[src/rtl/rvfi_trace_pkg.sv]
// rtl/rvfi_trace_pkg.sv - entry/packet types for rvfi_trace_gen; RVFI_TRACE_MEM_EN adds memory fields to entries
package rvfi_trace_pkg;

    localparam int RVFI_XLEN  = 32;
    localparam int RVFI_ILEN  = 32;
    localparam int RVFI_MASKW = RVFI_XLEN / 8;

    typedef struct packed {
        logic [RVFI_ILEN-1:0] insn;
        logic [RVFI_XLEN-1:0] pc;
        logic                 intr;
        logic                 halt;
        logic [4:0]           rs1_addr;
        logic [4:0]           rs2_addr;
        logic [RVFI_XLEN-1:0] rs1_rdata;
        logic [RVFI_XLEN-1:0] rs2_rdata;
    } issue_half_t;

    typedef struct packed {
        logic                  trap;
        logic [4:0]            rd_addr;
        logic [RVFI_XLEN-1:0]  rd_wdata;
        logic [RVFI_XLEN-1:0]  pc_wdata;
`ifdef RVFI_TRACE_MEM_EN
        logic [RVFI_XLEN-1:0]  mem_addr;
        logic [RVFI_MASKW-1:0] mem_rmask;
        logic [RVFI_MASKW-1:0] mem_wmask;
        logic [RVFI_XLEN-1:0]  mem_rdata;
        logic [RVFI_XLEN-1:0]  mem_wdata;
`endif
    } cmpl_half_t;

    typedef struct packed {
        logic        busy;
        logic        done;
        issue_half_t iss;
        cmpl_half_t  cmp;
    } entry_t;

    typedef struct packed {
        logic                  valid;
        logic [63:0]           order;
        logic [RVFI_ILEN-1:0]  insn;
        logic                  trap;
        logic                  halt;
        logic                  intr;
        logic [4:0]            rs1_addr;
        logic [4:0]            rs2_addr;
        logic [4:0]            rd_addr;
        logic [RVFI_XLEN-1:0]  rs1_rdata;
        logic [RVFI_XLEN-1:0]  rs2_rdata;
        logic [RVFI_XLEN-1:0]  rd_wdata;
        logic [RVFI_XLEN-1:0]  pc_rdata;
        logic [RVFI_XLEN-1:0]  pc_wdata;
        logic [RVFI_XLEN-1:0]  mem_addr;
        logic [RVFI_MASKW-1:0] mem_rmask;
        logic [RVFI_MASKW-1:0] mem_wmask;
        logic [RVFI_XLEN-1:0]  mem_rdata;
        logic [RVFI_XLEN-1:0]  mem_wdata;
    } rvfi_pkt_t;

    localparam rvfi_pkt_t RVFI_PKT_ZERO = '0;

endpackage

[src/rtl/rvfi_trace_pkt_reg.sv]
// rtl/rvfi_trace_pkt_reg.sv - RVFI output packet register; valid is a one-cycle pulse, other fields hold
module rvfi_trace_pkt_reg
    import rvfi_trace_pkg::*;
(
    input  logic      clock,
    input  logic      reset,
    input  logic      load,
    input  rvfi_pkt_t pkt_d,
    output rvfi_pkt_t pkt_q
);

    always_ff @(posedge clock) begin
        if (!reset) begin
            pkt_q <= RVFI_PKT_ZERO;
        end else if (load) begin
            pkt_q <= pkt_d;
        end else begin
            pkt_q.valid <= 1'b0;
        end
    end

endmodule

[src/rtl/rvfi_trace_gen.sv]
// rtl/rvfi_trace_gen.sv - in-order RVFI packet producer with out-of-order completion by tag
// RVFI_TRACE_MEM_EN: store cmpl_mem_* per entry and drive rvfi_mem_*; otherwise rvfi_mem_* are 0
module rvfi_trace_gen
    import rvfi_trace_pkg::*;
#(
    parameter  int XLEN  = 32,
    parameter  int ILEN  = 32,
    parameter  int DEPTH = 4,
    localparam int TW    = $clog2(DEPTH)
) (
    input  logic              clock,
    input  logic              reset,
    input  logic              issue_valid,
    output logic              issue_ready,
    input  logic [ILEN-1:0]   issue_insn,
    input  logic [XLEN-1:0]   issue_pc,
    input  logic              issue_intr,
    input  logic [4:0]        issue_rs1_addr,
    input  logic [4:0]        issue_rs2_addr,
    input  logic [XLEN-1:0]   issue_rs1_rdata,
    input  logic [XLEN-1:0]   issue_rs2_rdata,
    output logic [TW-1:0]     issue_tag,
    input  logic              cmpl_valid,
    input  logic [TW-1:0]     cmpl_tag,
    input  logic              cmpl_trap,
    input  logic [4:0]        cmpl_rd_addr,
    input  logic [XLEN-1:0]   cmpl_rd_wdata,
    input  logic [XLEN-1:0]   cmpl_pc_wdata,
    input  logic [XLEN-1:0]   cmpl_mem_addr,
    input  logic [XLEN/8-1:0] cmpl_mem_rmask,
    input  logic [XLEN/8-1:0] cmpl_mem_wmask,
    input  logic [XLEN-1:0]   cmpl_mem_rdata,
    input  logic [XLEN-1:0]   cmpl_mem_wdata,
    input  logic              halt_req,
    output logic              err,
    output logic              rvfi_valid,
    output logic              rvfi_trap,
    output logic              rvfi_halt,
    output logic              rvfi_intr,
    output logic [63:0]       rvfi_order,
    output logic [ILEN-1:0]   rvfi_insn,
    output logic [4:0]        rvfi_rs1_addr,
    output logic [4:0]        rvfi_rs2_addr,
    output logic [4:0]        rvfi_rd_addr,
    output logic [XLEN-1:0]   rvfi_rs1_rdata,
    output logic [XLEN-1:0]   rvfi_rs2_rdata,
    output logic [XLEN-1:0]   rvfi_rd_wdata,
    output logic [XLEN-1:0]   rvfi_pc_rdata,
    output logic [XLEN-1:0]   rvfi_pc_wdata,
    output logic [XLEN-1:0]   rvfi_mem_addr,
    output logic [XLEN/8-1:0] rvfi_mem_rmask,
    output logic [XLEN/8-1:0] rvfi_mem_wmask,
    output logic [XLEN-1:0]   rvfi_mem_rdata,
    output logic [XLEN-1:0]   rvfi_mem_wdata
);

    entry_t        ent [DEPTH];
    logic [TW-1:0] head;
    logic [TW-1:0] tail;
    logic [TW:0]   count;
    logic [63:0]   order;
    logic          halted;
    logic          issue_fire;
    logic          cmpl_ok;
    logic          retire;
    issue_half_t   iss_d;
    cmpl_half_t    cmp_d;
    rvfi_pkt_t     pkt_d;
    rvfi_pkt_t     pkt_q;

    // A full buffer stalls issue even if the head retires this cycle.
    assign issue_ready = (count < (TW+1)'(DEPTH)) && !halted;
    assign issue_fire  = issue_valid && issue_ready;
    assign issue_tag   = tail;
    assign cmpl_ok     = ent[cmpl_tag].busy && !ent[cmpl_tag].done;
    assign retire      = ent[head].done;

    always_comb begin
        iss_d           = '0;
        iss_d.insn      = issue_insn;
        iss_d.pc        = issue_pc;
        iss_d.intr      = issue_intr;
        iss_d.halt      = halt_req;
        iss_d.rs1_addr  = issue_rs1_addr;
        iss_d.rs2_addr  = issue_rs2_addr;
        iss_d.rs1_rdata = issue_rs1_rdata;
        iss_d.rs2_rdata = issue_rs2_rdata;
    end

    always_comb begin
        cmp_d          = '0;
        cmp_d.trap     = cmpl_trap;
        cmp_d.rd_addr  = cmpl_rd_addr;
        cmp_d.rd_wdata = (cmpl_rd_addr == 5'd0) ? '0 : cmpl_rd_wdata;
        cmp_d.pc_wdata = cmpl_pc_wdata;
`ifdef RVFI_TRACE_MEM_EN
        cmp_d.mem_addr  = cmpl_mem_addr;
        cmp_d.mem_rmask = cmpl_mem_rmask;
        cmp_d.mem_wmask = cmpl_mem_wmask;
        cmp_d.mem_rdata = cmpl_mem_rdata;
        cmp_d.mem_wdata = cmpl_mem_wdata;
`endif
    end

`ifndef RVFI_TRACE_MEM_EN
    logic unused_mem;
    assign unused_mem = ^{cmpl_mem_addr, cmpl_mem_rmask, cmpl_mem_wmask,
                          cmpl_mem_rdata, cmpl_mem_wdata};
`endif

    always_comb begin
        pkt_d           = RVFI_PKT_ZERO;
        pkt_d.valid     = 1'b1;
        pkt_d.order     = order;
        pkt_d.insn      = ent[head].iss.insn;
        pkt_d.trap      = ent[head].cmp.trap;
        pkt_d.halt      = ent[head].iss.halt;
        pkt_d.intr      = ent[head].iss.intr;
        pkt_d.rs1_addr  = ent[head].iss.rs1_addr;
        pkt_d.rs2_addr  = ent[head].iss.rs2_addr;
        pkt_d.rd_addr   = ent[head].cmp.rd_addr;
        pkt_d.rs1_rdata = ent[head].iss.rs1_rdata;
        pkt_d.rs2_rdata = ent[head].iss.rs2_rdata;
        pkt_d.rd_wdata  = ent[head].cmp.rd_wdata;
        pkt_d.pc_rdata  = ent[head].iss.pc;
        pkt_d.pc_wdata  = ent[head].cmp.pc_wdata;
`ifdef RVFI_TRACE_MEM_EN
        pkt_d.mem_addr  = ent[head].cmp.mem_addr;
        pkt_d.mem_rdata = ent[head].cmp.mem_rdata;
        pkt_d.mem_wdata = ent[head].cmp.mem_wdata;
        // A trapped access performed no memory transfer.
        if (!ent[head].cmp.trap) begin
            pkt_d.mem_rmask = ent[head].cmp.mem_rmask;
            pkt_d.mem_wmask = ent[head].cmp.mem_wmask;
        end
`endif
    end

    always_ff @(posedge clock) begin
        if (!reset) begin
            for (int i = 0; i < DEPTH; i++) begin
                ent[i] <= '0;
            end
            head   <= '0;
            tail   <= '0;
            count  <= '0;
            order  <= '0;
            halted <= 1'b0;
            err    <= 1'b0;
        end else begin
            if (issue_fire) begin
                ent[tail].busy <= 1'b1;
                ent[tail].done <= 1'b0;
                ent[tail].iss  <= iss_d;
                tail           <= tail + TW'(1);
                if (halt_req) begin
                    halted <= 1'b1;
                end
            end
            if (cmpl_valid) begin
                if (cmpl_ok) begin
                    ent[cmpl_tag].done <= 1'b1;
                    ent[cmpl_tag].cmp  <= cmp_d;
                end else begin
                    err <= 1'b1;
                end
            end
            if (retire) begin
                ent[head].busy <= 1'b0;
                ent[head].done <= 1'b0;
                head           <= head + TW'(1);
                order          <= order + 64'd1;
            end
            count <= count + (TW+1)'(issue_fire) - (TW+1)'(retire);
        end
    end

    rvfi_trace_pkt_reg u_pkt_reg (
        .clock (clock),
        .reset (reset),
        .load  (retire),
        .pkt_d (pkt_d),
        .pkt_q (pkt_q)
    );

    assign rvfi_valid     = pkt_q.valid;
    assign rvfi_order     = pkt_q.order;
    assign rvfi_insn      = pkt_q.insn;
    assign rvfi_trap      = pkt_q.trap;
    assign rvfi_halt      = pkt_q.halt;
    assign rvfi_intr      = pkt_q.intr;
    assign rvfi_rs1_addr  = pkt_q.rs1_addr;
    assign rvfi_rs2_addr  = pkt_q.rs2_addr;
    assign rvfi_rd_addr   = pkt_q.rd_addr;
    assign rvfi_rs1_rdata = pkt_q.rs1_rdata;
    assign rvfi_rs2_rdata = pkt_q.rs2_rdata;
    assign rvfi_rd_wdata  = pkt_q.rd_wdata;
    assign rvfi_pc_rdata  = pkt_q.pc_rdata;
    assign rvfi_pc_wdata  = pkt_q.pc_wdata;
    assign rvfi_mem_addr  = pkt_q.mem_addr;
    assign rvfi_mem_rmask = pkt_q.mem_rmask;
    assign rvfi_mem_wmask = pkt_q.mem_wmask;
    assign rvfi_mem_rdata = pkt_q.mem_rdata;
    assign rvfi_mem_wdata = pkt_q.mem_wdata;

endmodule

[config.mk]
export PLATFORM = sky130hd
export DESIGN_NAME = rvfi_trace_gen
export DESIGN_NICKNAME = d
export VERILOG_FILES = /design/src/rtl/rvfi_trace_pkg.sv /design/src/rtl/rvfi_trace_pkt_reg.sv /design/src/rtl/rvfi_trace_gen.sv
export SDC_FILE = /design/constraint.sdc
export NUM_CORES = 2
export LEC_CHECK = 0
export ABC_AREA = 1
export ABC_CLOCK_PERIOD_IN_PS = 5620
export BUFFER_PORTS_ARGS = -buffer_cell sky130_fd_sc_hd__buf_2
export CORE_ASPECT_RATIO = 1.4
export CORE_UTILIZATION = 53
export DETAILED_ROUTE_END_ITERATION = 12
export PLACE_DENSITY_LB_ADDON = 0.12
export SLEW_MARGIN = 20
export SYNTH_ARGS = -nofsm -noshare
export SYNTH_HDL_FRONTEND = slang
export SYNTH_HIERARCHICAL = 1
export SYNTH_SLANG_ARGS = --single-unit
[constraint.sdc]
create_clock -name clock -period 5.62 [get_ports clock]
set_clock_uncertainty 0.1 [all_clocks]
set_input_delay 1.124 -clock clock [delete_from_list [all_inputs] [get_ports clock]]
set_output_delay 1.124 -clock clock [all_outputs]
set_load 0.1 [all_outputs]
# Yosys cells after proc, flatten, opt, wreduce, memory -nomap -nowiden
# Memory sizes are Yosys's and may differ from the RTL's. A register that Yosys moved wholly into a read port is not among the register bits.
# Index checks and enable logic that the tools add are counted.
# word_totals
latchBits,0
wordCells,62
ram_bits,848
romBits,0
output_inout_bits,383
input_bits,320
reg_bits,348
memories,1
# op_classes
order_cmp,1
reduce_logical,11
n_addsub,5
muxes,23
shift,0
multipliers,0
div_mod_pow,0
n_eq_ne,0
bitwise,1
# mem_list
name,depth,width,rd,rd_ports_with_merged_regs,write_ports,line,text
ent,4,212,2,1,4,rvfi_trace_gen.sv:57,entry_t ent [DEPTH];
# ops
op,n
two-way mux 212 bit,3
OR reduction 212 bit,3
adder 64 x 1 -> 64 bit (second input constant),1
two-way mux 32 bit,1
two-way mux 2 bit,8
two-way mux 1 bit,11
logical NOT 5 bit,1
adder 2 x 1 -> 2 bit (second input constant),2
AND reduction 2 bit,2
adder 3 x 1 -> 3 bit,1
logical AND 1 bit,3
< comparator 3 bit (second input constant),1
subtractor 3 x 1 -> 3 bit,1
logical NOT 1 bit,2
inverter 1 bit,1

# Logic depth before layout (Yosys ltp)
# An unclocked memory read counts as a cell.
# depth
depth_word,9
depth_mapped,13
mapped_depth_nobuf,11

# Hierarchy
# The synthesis kept the hierarchy.
# modules_own_cells
mod,n_inst,area_each_um2,seq_area_each_um2,cells_each
rvfi_trace_gen,1,40578.9,26885.8,3958
rvfi_trace_pkt_reg,1,15821.4,7587.3,2396

# Worst setup path before layout
# Ideal clock, no wire load.
# synth_timing
kind,flip-flop to flip-flop
from,register halted
to,memory ent[2][100] in the netlist's numbering (enable)
arrival_ps,5235
setup_ps,505
path_buffers,2
path_stages_with_launch,10
required_time_ps,5015
period_less_slack_ps,5840
slack_ps,-220
cell_sequence,dfxtp_1 -> nor2_2 -> nand2_1 -> inv_2 -> nand2_2 -> nor2_4 -> nand2_2 -> buf_6 -> buf_4 -> nand2_1
# synth_lines
item,line,text
from (decl),rvfi_trace_gen.sv:62,logic halted;
from (signal assigned),rvfi_trace_gen.sv:148,halted <= 1'b0;
from (signal assigned),rvfi_trace_gen.sv:157,halted <= 1'b1;
to (decl),rvfi_trace_gen.sv:57,

==> impl_results.md <==
* Outcome: complete, no violations
* Vias in the first global route at 41,400
* EDFF count, synth at between 800 and 900
* Gr usage total at 27.2%
* Antenna violations before repair at 28
* Final net count at ~7,200
* Critical path required time at 5970 ps
* Worst skew pair latency at 740 ps
* Reg-to-Reg End: ent[0][192]$_DFFE_PP_
* Layout overhead on the synthesized area at 13.5%
* DRT met1 WL at 60.2 mm
* Worst-Margin Slew at 1230 ps
* Hold Path Class: register to register
* Unrepaired setup endpoints after global routing: no
* Reg2reg start: halted$_SDFFE_PN0P_
* Cts bufs inserted at 131
* FF+latch area at 34,500 um2
* Postcts setup bufs at 0
* Commonest non-fill, non-tap cells in the layout: nor2_1, nand2_1, edfxtp_1
* Clock period minus worst slack at ~3500 ps
* Max IR drop VDD at 0.290 mV
* Max_slew headroom at 18.3%
* Rows at 141
* Lkg Pwr at roughly 0.027 uW
* CTS H-tree depth at 4
* Synth Instances at 6,354
* Final setup vio count at 0
* Startpoint types: register
* Vias at 43,500
* Fmax achieved at 288 MHz
* Root Driver: clkbuf_16
* Final Max Slew Viols at 0
* Worst reg2reg setup slack at ~2100 ps
* TritonCTS clock tree: built
* DR vias/cell at 5.22
* Dpl hpwl at 85.1 mm
* Syn Area/Cell at between 8 and 9 um2
* DR top layer: met5
* Core Util, Final at about 60%
* Post_cts resized at 0
* Worst-path maximum fanout at 61
* Total Power at approximately 24,000 uW
* Wirelength per Cell at approximately 18 um
* Cell taking the most area after synthesis: edfxtp_1
* Seq/Total Area, Yosys at 61.1%
* Initial Util at a little over half
* Die Height at 388 um
* Drt pass-1 iters at 6
* Port Buffers at roughly 600
* Multi-input logic area at 17,500 um2
* Distinct cell type count after synthesis at 41
* Synth Register Bits at around 1,300
* Global-route wire length before repair at 228 mm
* CTS Hold Bufs at 0
* Die Wd at between 200 and 300 um
* Final ANT Viol Nets at 0
* Mapped Area at 56,400 um2
* Reg2Reg Depth at 9
* TNS Setup at 0 ps
* FILL cells at 9,277
* WL met3 at 11.5 mm
* Pin count of the biggest net entering global routing at 226
* DR DRC count at 0
* Tcrit/Tclk final at 61.8%
* Cell Pwr Density at 372 nW/um2
* Worst hold path endpoint: u_pkt_reg/pkt_q[351]$_SDFFE_PN0P_
* WL met2 at 71.3 mm
* Main synth FF type: edfxtp_1
* Final Hold Slack at 366 ps
* Share of cells above drive strength 1 at 13.0%
* Most common cell after layout, fill and taps aside: nor2_1
* Top-area cell type share of the netlist area at approximately 45%
* Core ar. at roughly 110,000 um2
* Area contributors post-synth: edfxtp_1, dfxtp_1, nor2_1
* HP Start: u_pkt_reg/pkt_q[351]$_SDFFE_PN0P_
* Clock Pin Slew Worst Setup and Hold Paths at 60 ps
* Setup crit end kind: register
* Die area at 108,000 um2
* Syn. warnings at 6
* Clock Tree Buf Depth at 3
* Worst Setup Path Type: register to register
* Global route total overflow at 0
* Final Hold Fails at 0
* Hold Crit Depth at 2
* Async SR Flop Fraction at 0%
* Clock sinks at roughly 1,300
* IO Count at 703
* Routed WL at 148 mm
* Gp weighted congestion at 0.877
* Worst Path Arrival at between 3000 and 4000 ps
* Max cap viols at 0
* DRT iter0 DRCs at 3,559
-- per-layer routing --
metal  GRT usage (%)  vias up
met3            6.21      270
met2            45.2     1446
met5               0        -
li1                -    21200
met4            11.5       24
met1            33.9    20600
-- metrics by stage --
stage / cells / instance area (um2) / worst slack (ps)
after floorplan: 6457 / 56800 / 127
after global placement: 8078 / 59700 / 1350
after detailed placement: 8078 / 59700 / 1300
after CTS: 8320 / 64000 / 2050
after global routing: 8328 / 64000 / 1960
final: 8333 / 64000 / 2150
-- registers in the layout, indices dropped and copies added (netlist names), named ones only --
name,flops
head,2
u_pkt_reg/pkt_q,379
count,3
halted,1
err,1
order,64
ent,848
issue_tag,2
-- kinds of logic after synthesis --
family	synth area share [%]
adder cells (fa/ha/maj)	0.169
buffers and inverters	8.85
AND/OR/NAND/NOR	23.0
flip-flops	61.1
other	0.0133
AO/OA/AOI/OAI	6.73
XOR/XNOR	0.155
-- Yosys cell counts, types with 2 or more instances --
cell type  instances
a22oi_1            2
nand3_1           37
dfxtp_1          462
nor2_1          2032
a31oi_1            2
a21oi_1           34
nand4_1           23
nand3_2            5
buf_1             12
edfxtp_1         840
nand2_2           10
o21a_1             4
o21ai_0          440
clkbuf_1         134
a211oi_1           3
buf_2            104
nor2_2            17
nand4_4            4
and2_1             3
inv_2              2
o22ai_1          210
and3_1             2
o21bai_1           2
nand2_1          990
o21ai_1            3
inv_1            650
nor3b_1            6
buf_4             11
nor3_1           156
nor2_4             6
conb_1             2
buf_6            123
ha_1               6
xor2_1            10
-- area by class of cell --
type	count	share of cell area, %
Clock buffer	195	6.05
Sequential cell	1302	53.9
Tap cell	1358	2.65
Timing Repair Buffer	647	5.62
Clock inverter	47	0.616
Multi-Input combinational cell	4117	27.3
Inverter	654	3.86
Antenna cell	13	0.0508
-- worst max path at each step --
| stage | start | endpoint | slack (ps) | depth (start not counted) |
|---|---|---|---|---|
| detailed placement | issue_valid | ent[1][149]$_DFFE_PP_ | 1300 | 7 |
| floorplan | reset | ent[1][100]$_DFFE_PP_ | 130 | 4 |
| finish | halted$_SDFFE_PN0P_ | ent[0][192]$_DFFE_PP_ | 2150 | 9 |
| global route | halted$_SDFFE_PN0P_ | ent[0][192]$_DFFE_PP_ | 1960 | 9 |
| CTS | halted$_SDFFE_PN0P_ | ent[1][149]$_DFFE_PP_ | 2050 | 7 |
| global placement | issue_valid | ent[1][155]$_DFFE_PP_ | 1350 | 7 |
-- worst max-delay path: stages (launching register included) --
cell and delay [ps]:
dfxtp_1 420, nor2_2 110, nand2_1 180, inv_2 100
nand2_8 270, nor2_4 120, nand2_8 340, buf_4 580
buf_4 800, nor2_1 100
-- power breakdown --
part / switching [uW] / internal (uW) / total [uW]
Sequential: 168 / 10800 / 10900
Combinational: 3110 / 1070 / 4180
Clock: 3740 / 4950 / 8690
Total: 7020 / 16800 / 23800
Power figures use the tool's default switching activity.
